==> src/rtl/writeback_stage.sv <==
// -----------------------------------------------------------------------------
// writeback_stage
//
// Registered, handshaked write-back stage of the 5-stage pipeline. One entry
// per cycle is taken from MEM/WB, its result source is selected (ALU, memory
// load, link address or Booth multiplier product) and the register-file write
// port is driven one cycle after acceptance. A multiplier entry whose product
// is not yet available parks the stage in WAIT_MUL until mul_done arrives.
//
// Optional feature macro: LOAD_EXT_EN
//   defined   : the MEM source is the size/sign-extended load data
//   undefined : the MEM source is read_data unchanged; load_size and
//               load_signed are ignored
//
// Parameters
//   DATA_W  datapath width (16 or more, multiple of 8)
//   ADDR_W  register-file address width
//
// Ports
//   clk, rst        clock (rising edge), synchronous active-high reset
//   in_valid        MEM/WB entry valid
//   in_ready        stage can accept an entry this cycle
//   wb_sel          result source: 0 ALU, 1 MEM, 2 LINK, 3 MUL
//   reg_write, rd   entry writes register rd
//   alu_result      ALU result
//   read_data       data-memory load data
//   pc_plus4        link address
//   load_size       0 word, 1 half, 2 byte (LOAD_EXT_EN only)
//   load_signed     sign-extend sub-word loads (LOAD_EXT_EN only)
//   mul_done        Booth product valid (1-cycle pulse)
//   mul_result      low DATA_W bits of the product
//   rf_we/rf_waddr/rf_wdata  register-file write port (registered)
//   fwd_valid/fwd_addr       forwarding view for the hazard unit
//   stall           NOT in_ready
//   fsm_state       debug view of the FSM (0 RUN, 1 WAIT_MUL)
// -----------------------------------------------------------------------------
module writeback_stage #(
    parameter int DATA_W = 32,
    parameter int ADDR_W = 5
) (
    input  logic              clk,
    input  logic              rst,
    input  logic              in_valid,
    output logic              in_ready,
    input  logic [1:0]        wb_sel,
    input  logic              reg_write,
    input  logic [ADDR_W-1:0] rd,
    input  logic [DATA_W-1:0] alu_result,
    input  logic [DATA_W-1:0] read_data,
    input  logic [DATA_W-1:0] pc_plus4,
    input  logic [1:0]        load_size,
    input  logic              load_signed,
    input  logic              mul_done,
    input  logic [DATA_W-1:0] mul_result,
    output logic              rf_we,
    output logic [ADDR_W-1:0] rf_waddr,
    output logic [DATA_W-1:0] rf_wdata,
    output logic              fwd_valid,
    output logic [ADDR_W-1:0] fwd_addr,
    output logic              stall,
    output logic              fsm_state
);

    // Handshake: an entry transfers on a cycle where in_valid && in_ready are
    // both high at the rising edge. The producer must hold its entry stable
    // while in_valid is high and in_ready is low; in_ready never depends on
    // in_valid, so there is no combinational loop through the handshake.

    localparam logic [1:0] SEL_ALU  = 2'd0;
    localparam logic [1:0] SEL_MEM  = 2'd1;
    localparam logic [1:0] SEL_LINK = 2'd2;
    localparam logic [1:0] SEL_MUL  = 2'd3;

    typedef enum logic {
        RUN      = 1'b0,
        WAIT_MUL = 1'b1
    } state_t;

    state_t            state;
    state_t            state_next;

    // Write port registers and their next values
    logic              rf_we_next;
    logic [ADDR_W-1:0] rf_waddr_next;
    logic [DATA_W-1:0] rf_wdata_next;

    // Destination of a multiplier entry whose product is still outstanding
    logic              pend_write;
    logic [ADDR_W-1:0] pend_rd;
    logic              pend_write_next;
    logic [ADDR_W-1:0] pend_rd_next;

    logic              accept;
    logic              entry_write;
    logic [DATA_W-1:0] mem_data;
    logic [DATA_W-1:0] sel_data;

    // ------------------------------------------------------------------------
    // Memory source
    // ------------------------------------------------------------------------
`ifdef LOAD_EXT_EN
    always_comb begin
        mem_data = read_data;
        case (load_size)
            2'd1: mem_data = {{(DATA_W-16){load_signed & read_data[15]}},
                              read_data[15:0]};
            2'd2: mem_data = {{(DATA_W-8){load_signed & read_data[7]}},
                              read_data[7:0]};
            default: mem_data = read_data;   // word, and the reserved size 3
        endcase
    end
`else
    // Size and sign are only meaningful with load extension; they are folded
    // into a sink so the unused inputs are deliberate.
    logic load_ctrl_unused;
    assign load_ctrl_unused = ^{load_size, load_signed};
    assign mem_data         = read_data;
`endif

    // ------------------------------------------------------------------------
    // Result select and write qualification
    // ------------------------------------------------------------------------
    always_comb begin
        sel_data = alu_result;
        case (wb_sel)
            SEL_ALU:  sel_data = alu_result;
            SEL_MEM:  sel_data = mem_data;
            SEL_LINK: sel_data = pc_plus4;
            SEL_MUL:  sel_data = mul_result;
            default:  sel_data = alu_result;
        endcase
    end

    // r0 is hard-wired to zero, so any write aimed at it is dropped here.
    assign entry_write = reg_write && (rd != '0);

    assign in_ready  = (state == RUN);
    assign stall     = ~in_ready;
    assign accept    = in_valid && in_ready;
    assign fsm_state = state;

    // ------------------------------------------------------------------------
    // FSM: next state and next register values
    // ------------------------------------------------------------------------
    always_comb begin
        state_next      = state;
        rf_we_next      = 1'b0;
        rf_waddr_next   = rf_waddr;
        rf_wdata_next   = rf_wdata;
        pend_write_next = pend_write;
        pend_rd_next    = pend_rd;

        case (state)
            RUN: begin
                // mul_done without an accepted MUL entry is a stray pulse and
                // is ignored here.
                if (accept) begin
                    if ((wb_sel == SEL_MUL) && !mul_done) begin
                        pend_write_next = entry_write;
                        pend_rd_next    = rd;
                        state_next      = WAIT_MUL;
                    end else begin
                        rf_we_next    = entry_write;
                        rf_waddr_next = rd;
                        rf_wdata_next = sel_data;
                    end
                end
            end

            WAIT_MUL: begin
                if (mul_done) begin
                    rf_we_next      = pend_write;
                    rf_waddr_next   = pend_rd;
                    rf_wdata_next   = mul_result;
                    pend_write_next = 1'b0;
                    state_next      = RUN;
                end
            end

            default: begin
                state_next = RUN;
            end
        endcase
    end

    // ------------------------------------------------------------------------
    // State and write port registers
    // ------------------------------------------------------------------------
    always_ff @(posedge clk) begin
        if (rst) begin
            state      <= RUN;
            rf_we      <= 1'b0;
            rf_waddr   <= '0;
            rf_wdata   <= '0;
            pend_write <= 1'b0;
            pend_rd    <= '0;
        end else begin
            state      <= state_next;
            rf_we      <= rf_we_next;
            rf_waddr   <= rf_waddr_next;
            rf_wdata   <= rf_wdata_next;
            pend_write <= pend_write_next;
            pend_rd    <= pend_rd_next;
        end
    end

    // ------------------------------------------------------------------------
    // Forwarding view. While a product is outstanding the destination is
    // advertised early so the hazard unit stalls any reader of it; otherwise
    // the write that is on the register-file port this cycle is shown.
    // ------------------------------------------------------------------------
    always_comb begin
        if (state == WAIT_MUL) begin
            fwd_valid = pend_write;
            fwd_addr  = pend_rd;
        end else begin
            fwd_valid = rf_we;
            fwd_addr  = rf_waddr;
        end
    end

endmodule

==> config.mk <==
export PLATFORM = sky130hd
export DESIGN_NAME = writeback_stage
export DESIGN_NICKNAME = d
export VERILOG_FILES = /design/src/rtl/writeback_stage.sv
export SDC_FILE = /design/constraint.sdc
export NUM_CORES = 1
export LEC_CHECK = 0
export CAP_MARGIN = 20
export CORE_MARGIN = 1.5
export CORE_UTILIZATION = 35
export CTS_CLUSTER_DIAMETER = 150
export CTS_CLUSTER_SIZE = 20
export DETAILED_ROUTE_END_ITERATION = 16
export PLACE_DENSITY = 0.81
export SETUP_SLACK_MARGIN = 0.2
export SYNTH_ARGS = -nofsm -noshare
export SYNTH_HDL_FRONTEND = slang
export SYNTH_SLANG_ARGS = --single-unit
==> constraint.sdc <==
create_clock -name clk -period 3.21 [get_ports clk]
set_input_delay 0.8025 -clock clk [delete_from_list [all_inputs] [get_ports clk]]
set_output_delay 0.8025 -clock clk [all_outputs]
set_load 0.005 [all_outputs]
==> impl_metrics.tcl, run 1 <==
set metrics [dict create \
    fill_cells 659 \
    m1WireLength_um 3600 \
    insertion_delay_ns 0.30 \
    met3_length_um 749 \
    final_cell_mix "sky130_fd_sc_hd__clkdlybuf4s50_1 (184), sky130_fd_sc_hd__dfxtp_1 (45), sky130_fd_sc_hd__a21oi_1 (42)" \
    fp.coreArea_um2 7290 \
    synth_top_flop_cell "sky130_fd_sc_hd__dfxtp_1" \
    fp.dieArea_um2 8140 \
    post_cts_setup_repair_bufs 0 \
    initial_utilization_pct 36.5 \
    run_status "finished, final reports clean" \
    grt_pass1_vias 3098 \
    postCtsHoldBufs 0 \
    post-dp-hpwl_um 6800 \
    synthesis.yosys.warnings 0 \
    cts-htree-levels 2 \
    finalInstanceArea_um2 4650 \
    drtAntennaViolNets 0 \
    grt_first_pass_wirelength_um 14900 \
    period_needed_ns 2.78 \
    io_pins 190 \
    dp_worst_setup_slack_ns 0.564 \
    antenna_diode_instance_count 0 \
    final_min_period_over_clock_period_pct 86.5 \
    drt_pass1_iterations 4 \
    finalSetupViolations 0 \
    power.static_leakage_uw 0.00165 \
    clock-sinks 45 \
    timing_max_transition_violations_final 0 \
    clk_transition_reported_paths_ns 0.09 \
    drcViolationCount 0 \
    fin_nets 606 \
    post-route-worst-setup-slack_ns 0.434 \
    multiInputGateArea_um2 1560 \
    routed-wl-met2_um 4810 \
    p_per_area_nw_per_um2 354 \
    placedCellCount 555 \
    route.final.wire_length_um 9310 \
    grt_overflow 0 \
    die-width_um 90.2 \
    postSynthNetCount 438 \
    post_route_cells_drive_above_1_share_pct 13.4 \
    dr_total_vias 3063 \
    io_buffer_count 186 \
    criticalPathCategory "reg -> out" \
    max_slew_margin_pct 43.9 \
    finalHoldViolCount 0 \
    wire_per_inst_um 16.5 \
    end_kind "primary output" \
    grt_setup_unrepaired "false" \
    synth_sequential_area_ratio_pct 33.8 \
    row_count 31 \
    netlist_area_um2 2660 \
    synth_top_cells_by_area "sky130_fd_sc_hd__dfxtp_1 (34%), sky130_fd_sc_hd__mux2_2 (16%), sky130_fd_sc_hd__a311oi_1 (11%)" \
    cts_resized 0 \
    clock.fmax_mhz 360 \
    maximum_number_of_pins_on_one_net_before_global_route_repair 47 \
    final_common_cell "sky130_fd_sc_hd__clkdlybuf4s50_1" \
    synth_enable_flop_cells 0 \
    data_arrival_time_at_the_worst_slack_endpoint_ns 1.97 \
    syn_to_final_growth_pct 74.6 \
    yosysTopAreaCell "sky130_fd_sc_hd__dfxtp_1" \
    worstPathRequired_ns 2.41 \
    die_span_in_y_um 90.2 \
    synth.ff_latch_count 45 \
    async_reset_ff_share_pct 0 \
    vias_per_cell 5.44 \
    drt_first_iter_violations 106 \
    cts_made_buffers 5 \
    detailed_place.area_um2 4520 \
    root_buffer "sky130_fd_sc_hd__clkbuf_8" \
    layout_cells_excl_fill 563 \
    worstPathMaxFanout 18 \
    timing.hold.worst.class "reg -> reg" \
    transition_at_the_pin_with_the_smallest_max_transition_slack_ns 0.842 \
    timing.setup.tns_ns 0 \
    initial_antenna_violation_count 0 \
    route.top_layer_used "met4" \
    synth.distinct_cells 30 \
    ir_worst_vdd_mv 0.235 \
    yosys.area.top_type_share_pct 33.8 \
    post_synth_inst_count 295 \
    layout.area.seq_um2 901 \
    ctsLongestPathBuffers 2 \
    cap_violations 0 \
    routabilityCongestion 0.778 \
    worst_setup_path_start_kind "flop" \
    global_route_usage_over_all_layers_pct 22.3 \
    final.setup_skew_ns 0.00917 \
    tritoncts "built" \
    synth_area_per_cell_um2 9.03 \
]
through the flow:
stage | utilization [%] | total power (µW) | hold WS (ns)
after floorplan | - | 845 | 0.463
after global placement | 62.0 | 1140 | 0.479
after detailed placement | 62.0 | 1150 | 0.486
after CTS | 63.8 | 1660 | 0.501
after global routing | 63.8 | 1720 | 0.530
final | 63.8 | 1640 | 0.500
worst max-delay path, stage by stage (launching register included):
cell and delay [ns]:
sky130_fd_sc_hd__dfxtp_1 0.80, sky130_fd_sc_hd__mux2_2 0.41, sky130_fd_sc_hd__clkdlybuf4s50_1 0.46
per-layer routing:
metal	track usage, %	up-vias
li1	-	1476
met1	25.5	1433
met2	40.2	142
met3	6.26	12
met4	6.08	0
met5	0	-
synth_stat cells, drive strengths merged, types with 2 or more instances:
library cell  count
nand3             5
mux2             39
a311oi           32
nor2              2
a22oi            32
mux2i             5
nand2            33
clkbuf            9
o21ai             5
buf              26
nand2b            2
dfxtp            45
a21oi            42
a211oi            5
registers in the layout, summed over array words and instances (netlist names):
signal and flops:
fsm_state 1, pend_rd 5, pend_write 1, rf_waddr 5, rf_wdata 32, rf_we 1
path summary, 6_finish.rpt:
check / slack [ns] / from / endpoint / cells past startpoint
worst max-delay path: 0.43 / fsm_state / fwd_addr[0] / 2
worst min-delay path: 0.50 / pend_rd[4] / pend_rd[4] / 2
worst max register to register: 0.76 / fsm_state / rf_wdata[12] / 5
worst min register to register: 0.50 / pend_rd[4] / pend_rd[4] / 2
cell families (layout without fill, tap and decap cells):
family                 after synthesis  in the layout  share of synthesized area [%]
AO/OA/AOI/OAI                      122            122                           31.7
buffers and inverters               36            205                           7.61
multiplexers                        44             44                           18.4
AND/OR/NAND/NOR                     48             48                           8.55
flip-flops                          45             45                           33.8
report_power, final:
| group | internal, µW | total, µW | switching [µW] |
|---|---|---|---|
| combinational | 327 | 510 | 183 |
| clock | 309 | 506 | 197 |
| sequential | 603 | 628 | 25.3 |
layout make-up:
class | instances | share of cell area (%)
clock buffer | 5 | 1.48
tap | 99 | 2.66
timing repair buffer | 196 | 41.4
sequential | 45 | 19.4
multi-input combinational | 214 | 33.6
inverter | 1 | 0.0807
clock inverter | 3 | 1.40
(Power assumes the default switching activity.)
==> run 2, diff against run 1 <==
--- a/config.mk
+++ b/config.mk
@@ -7,12 +7,13 @@
 export LEC_CHECK = 0
 export CAP_MARGIN = 20
 export CORE_MARGIN = 1.5
-export CORE_UTILIZATION = 35
+export CORE_UTILIZATION = 38
 export CTS_CLUSTER_DIAMETER = 150
 export CTS_CLUSTER_SIZE = 20
 export DETAILED_ROUTE_END_ITERATION = 16
-export PLACE_DENSITY = 0.81
-export SETUP_SLACK_MARGIN = 0.2
+export PLACE_DENSITY = 0.87
+export SETUP_SLACK_MARGIN = 0.3
+export SKIP_LAST_GASP = 1
 export SYNTH_ARGS = -nofsm -noshare
 export SYNTH_HDL_FRONTEND = slang
 export SYNTH_SLANG_ARGS = --single-unit
==> run 2 against run 1 <==
Effect of this change:
- clock-buffer cell count stayed put
- worst setup slack worse by 0.015 ns
- register-to-register slack worse by 0.02 ns
- sequential power hardly changed
- global-route usage is 3.1 points higher
- clock power is 1% lower
- fmax is 0.53% lower
==> impl_metrics.tcl, run 2 (same netlist as run 1, synthesis figures left out) <==
set metrics [dict create \
    run_status "finished, final reports clean" \
    post_cts_setup_repair_bufs 0 \
    insertion_delay_ns 0.29 \
    worstPathMaxFanout 17 \
    die-width_um 86.7 \
    p_per_area_nw_per_um2 352 \
    tritoncts "built" \
    timing.hold.worst.class "reg -> reg" \
    drtAntennaViolNets 0 \
    final.setup_skew_ns 0.0110 \
    global_route.usage.met1_pct 28.1 \
    io_pins 190 \
    post_route_cells_drive_above_1_share_pct 13.7 \
    max_flop_register "rf_wdata" \
    cts-htree-levels 2 \
    power.static_leakage_uw 0.00165 \
    vias_per_cell 5.53 \
    global_route.usage.met2_pct 46.2 \
    transition_at_the_pin_with_the_smallest_max_transition_slack_ns 0.865 \
    io_buffer_count 186 \
    ctsLongestPathBuffers 2 \
    fp.coreArea_um2 6790 \
    cap_violations 0 \
    postCtsHoldBufs 0 \
    final_min_period_over_clock_period_pct 86.9 \
    final_cell_mix "sky130_fd_sc_hd__clkdlybuf4s50_1 (184), sky130_fd_sc_hd__dfxtp_1 (45), sky130_fd_sc_hd__a21oi_1 (42)" \
    critical_path.startpoint "fsm_state" \
    crit_slowest_cell "sky130_fd_sc_hd__dfxtp_1" \
    post-dp-hpwl_um 7060 \
    dr_total_vias 3109 \
    hold_start "pend_rd[2]" \
    maximum_number_of_pins_on_one_net_before_global_route_repair 47 \
    syn_to_final_growth_pct 75.1 \
    regToRegSetupSlack_ns 0.74 \
    clock.fmax_mhz 358 \
    clock-sinks 45 \
    routabilityCongestion 0.739 \
    critical_path.n_buffers_inverters 1 \
    wire_per_inst_um 17.0 \
    global_route.usage.met3_pct 6.76 \
    worstPathRequired_ns 2.41 \
    grt_pass1_vias 3167 \
    ir_worst_vdd_mv 0.152 \
    placedCellCount 554 \
    worst_setup_path_start_kind "flop" \
    critical_path.max_stage_delay_ns 0.81 \
    grt_first_pass_wirelength_um 15000 \
    initial_antenna_violation_count 0 \
    cts_made_buffers 5 \
    largest_register_ffs 32 \
    drcViolationCount 0 \
    finalHoldViolCount 0 \
    finalSetupViolations 0 \
    initial_utilization_pct 39.2 \
    route.final.wire_length_um 9540 \
    rr_startpoint "fsm_state" \
    die_span_in_y_um 86.7 \
    max_slew_margin_pct 42.4 \
    drt_first_iter_violations 123 \
    row_count 30 \
    grt_overflow 0 \
    global_route_usage_over_all_layers_pct 25.3 \
    worstPathCellList "mux2_2, clkdlybuf4s50_1" \
    end_kind "primary output" \
    antenna_diode_instance_count 0 \
    layout_cells_excl_fill 562 \
    largest_registers "rf_wdata (32), pend_rd (5), rf_waddr (5)" \
    final_common_cell "sky130_fd_sc_hd__clkdlybuf4s50_1" \
    data_arrival_time_at_the_worst_slack_endpoint_ns 1.99 \
    drt_pass1_iterations 4 \
    crit_family "flip-flops" \
    grt_setup_unrepaired "false" \
    fin_nets 608 \
    timing_max_transition_violations_final 0 \
    root_buffer "sky130_fd_sc_hd__clkbuf_8" \
    criticalPathCategory "reg -> out" \
    timing.setup.tns_ns 0 \
    clk_transition_reported_paths_ns 0.09 \
    cts_resized 0 \
    fp.dieArea_um2 7520 \
    period_needed_ns 2.79 \
    grt.busiest_layer "met2" \
]
## run 2: cell types whose count changed in the layout (fill, tap and decap cells not counted)
cell                    before  now
sky130_fd_sc_hd__buf_4      10   12
## run 2: final cells by class
cell class	count	area, µm²
Multi-Input combinational cell	214	1560
Clock inverter	3	65.1
Timing Repair Buffer	198	1940
Sequential cell	45	901
Fill cell	551	2130
Tap cell	96	120
Inverter	1	3.75
Clock buffer	5	68.8
## run 2: worst register-to-register path: stages, from the launching register on
cell	delay (ns)
sky130_fd_sc_hd__dfxtp_1	0.81
sky130_fd_sc_hd__buf_4	0.28
sky130_fd_sc_hd__mux2_2	0.53
sky130_fd_sc_hd__and2_1	0.25
sky130_fd_sc_hd__buf_4	0.21
sky130_fd_sc_hd__a311oi_1	0.28
## run 2: metal layers
layer | vias to the layer above | wire length [µm]
li1 | 1481 | -
met1 | 1437 | 3530
met2 | 175 | 4950
met3 | 16 | 853
met4 | 0 | 209
met5 | - | 0
## run 2: final timing paths
check / end / depth (start not counted)
setup / recovery: fwd_valid / 2
setup reg to reg: rf_wdata[30] / 5
hold reg to reg: pend_rd[2] / 2
hold / removal: pend_rd[2] / 2
## run 2: where the power goes
group	internal (µW)	switching [µW]
clock	309	191
sequential	603	25.9
combinational	329	184
total	1240	402
## run 2: stage by stage
stage | hold slack (ns) | cell area, µm² | worst slack [ns] | total power [µW] | util, %
floorplan | 0.463 | 2660 | 1.28 | 845 | -
global placement | 0.479 | 4530 | 0.573 | 1140 | 66.7
detailed placement | 0.485 | 4530 | 0.530 | 1160 | 66.7
CTS | 0.498 | 4660 | 0.403 | 1660 | 68.6
global route | 0.523 | 4660 | 0.316 | 1720 | 68.6
finish | 0.497 | 4660 | 0.419 | 1640 | 68.6
==> run 3, diff against run 2 <==
--- a/config.mk
+++ b/config.mk
@@ -5,7 +5,7 @@
 export SDC_FILE = /design/constraint.sdc
 export NUM_CORES = 1
 export LEC_CHECK = 0
-export CAP_MARGIN = 20
+export CAP_MARGIN = 30
 export CORE_MARGIN = 1.5
 export CORE_UTILIZATION = 38
 export CTS_CLUSTER_DIAMETER = 150
==> results of run 3 <==
The final DEF is identical to that of run 2; final timing and power are the same.
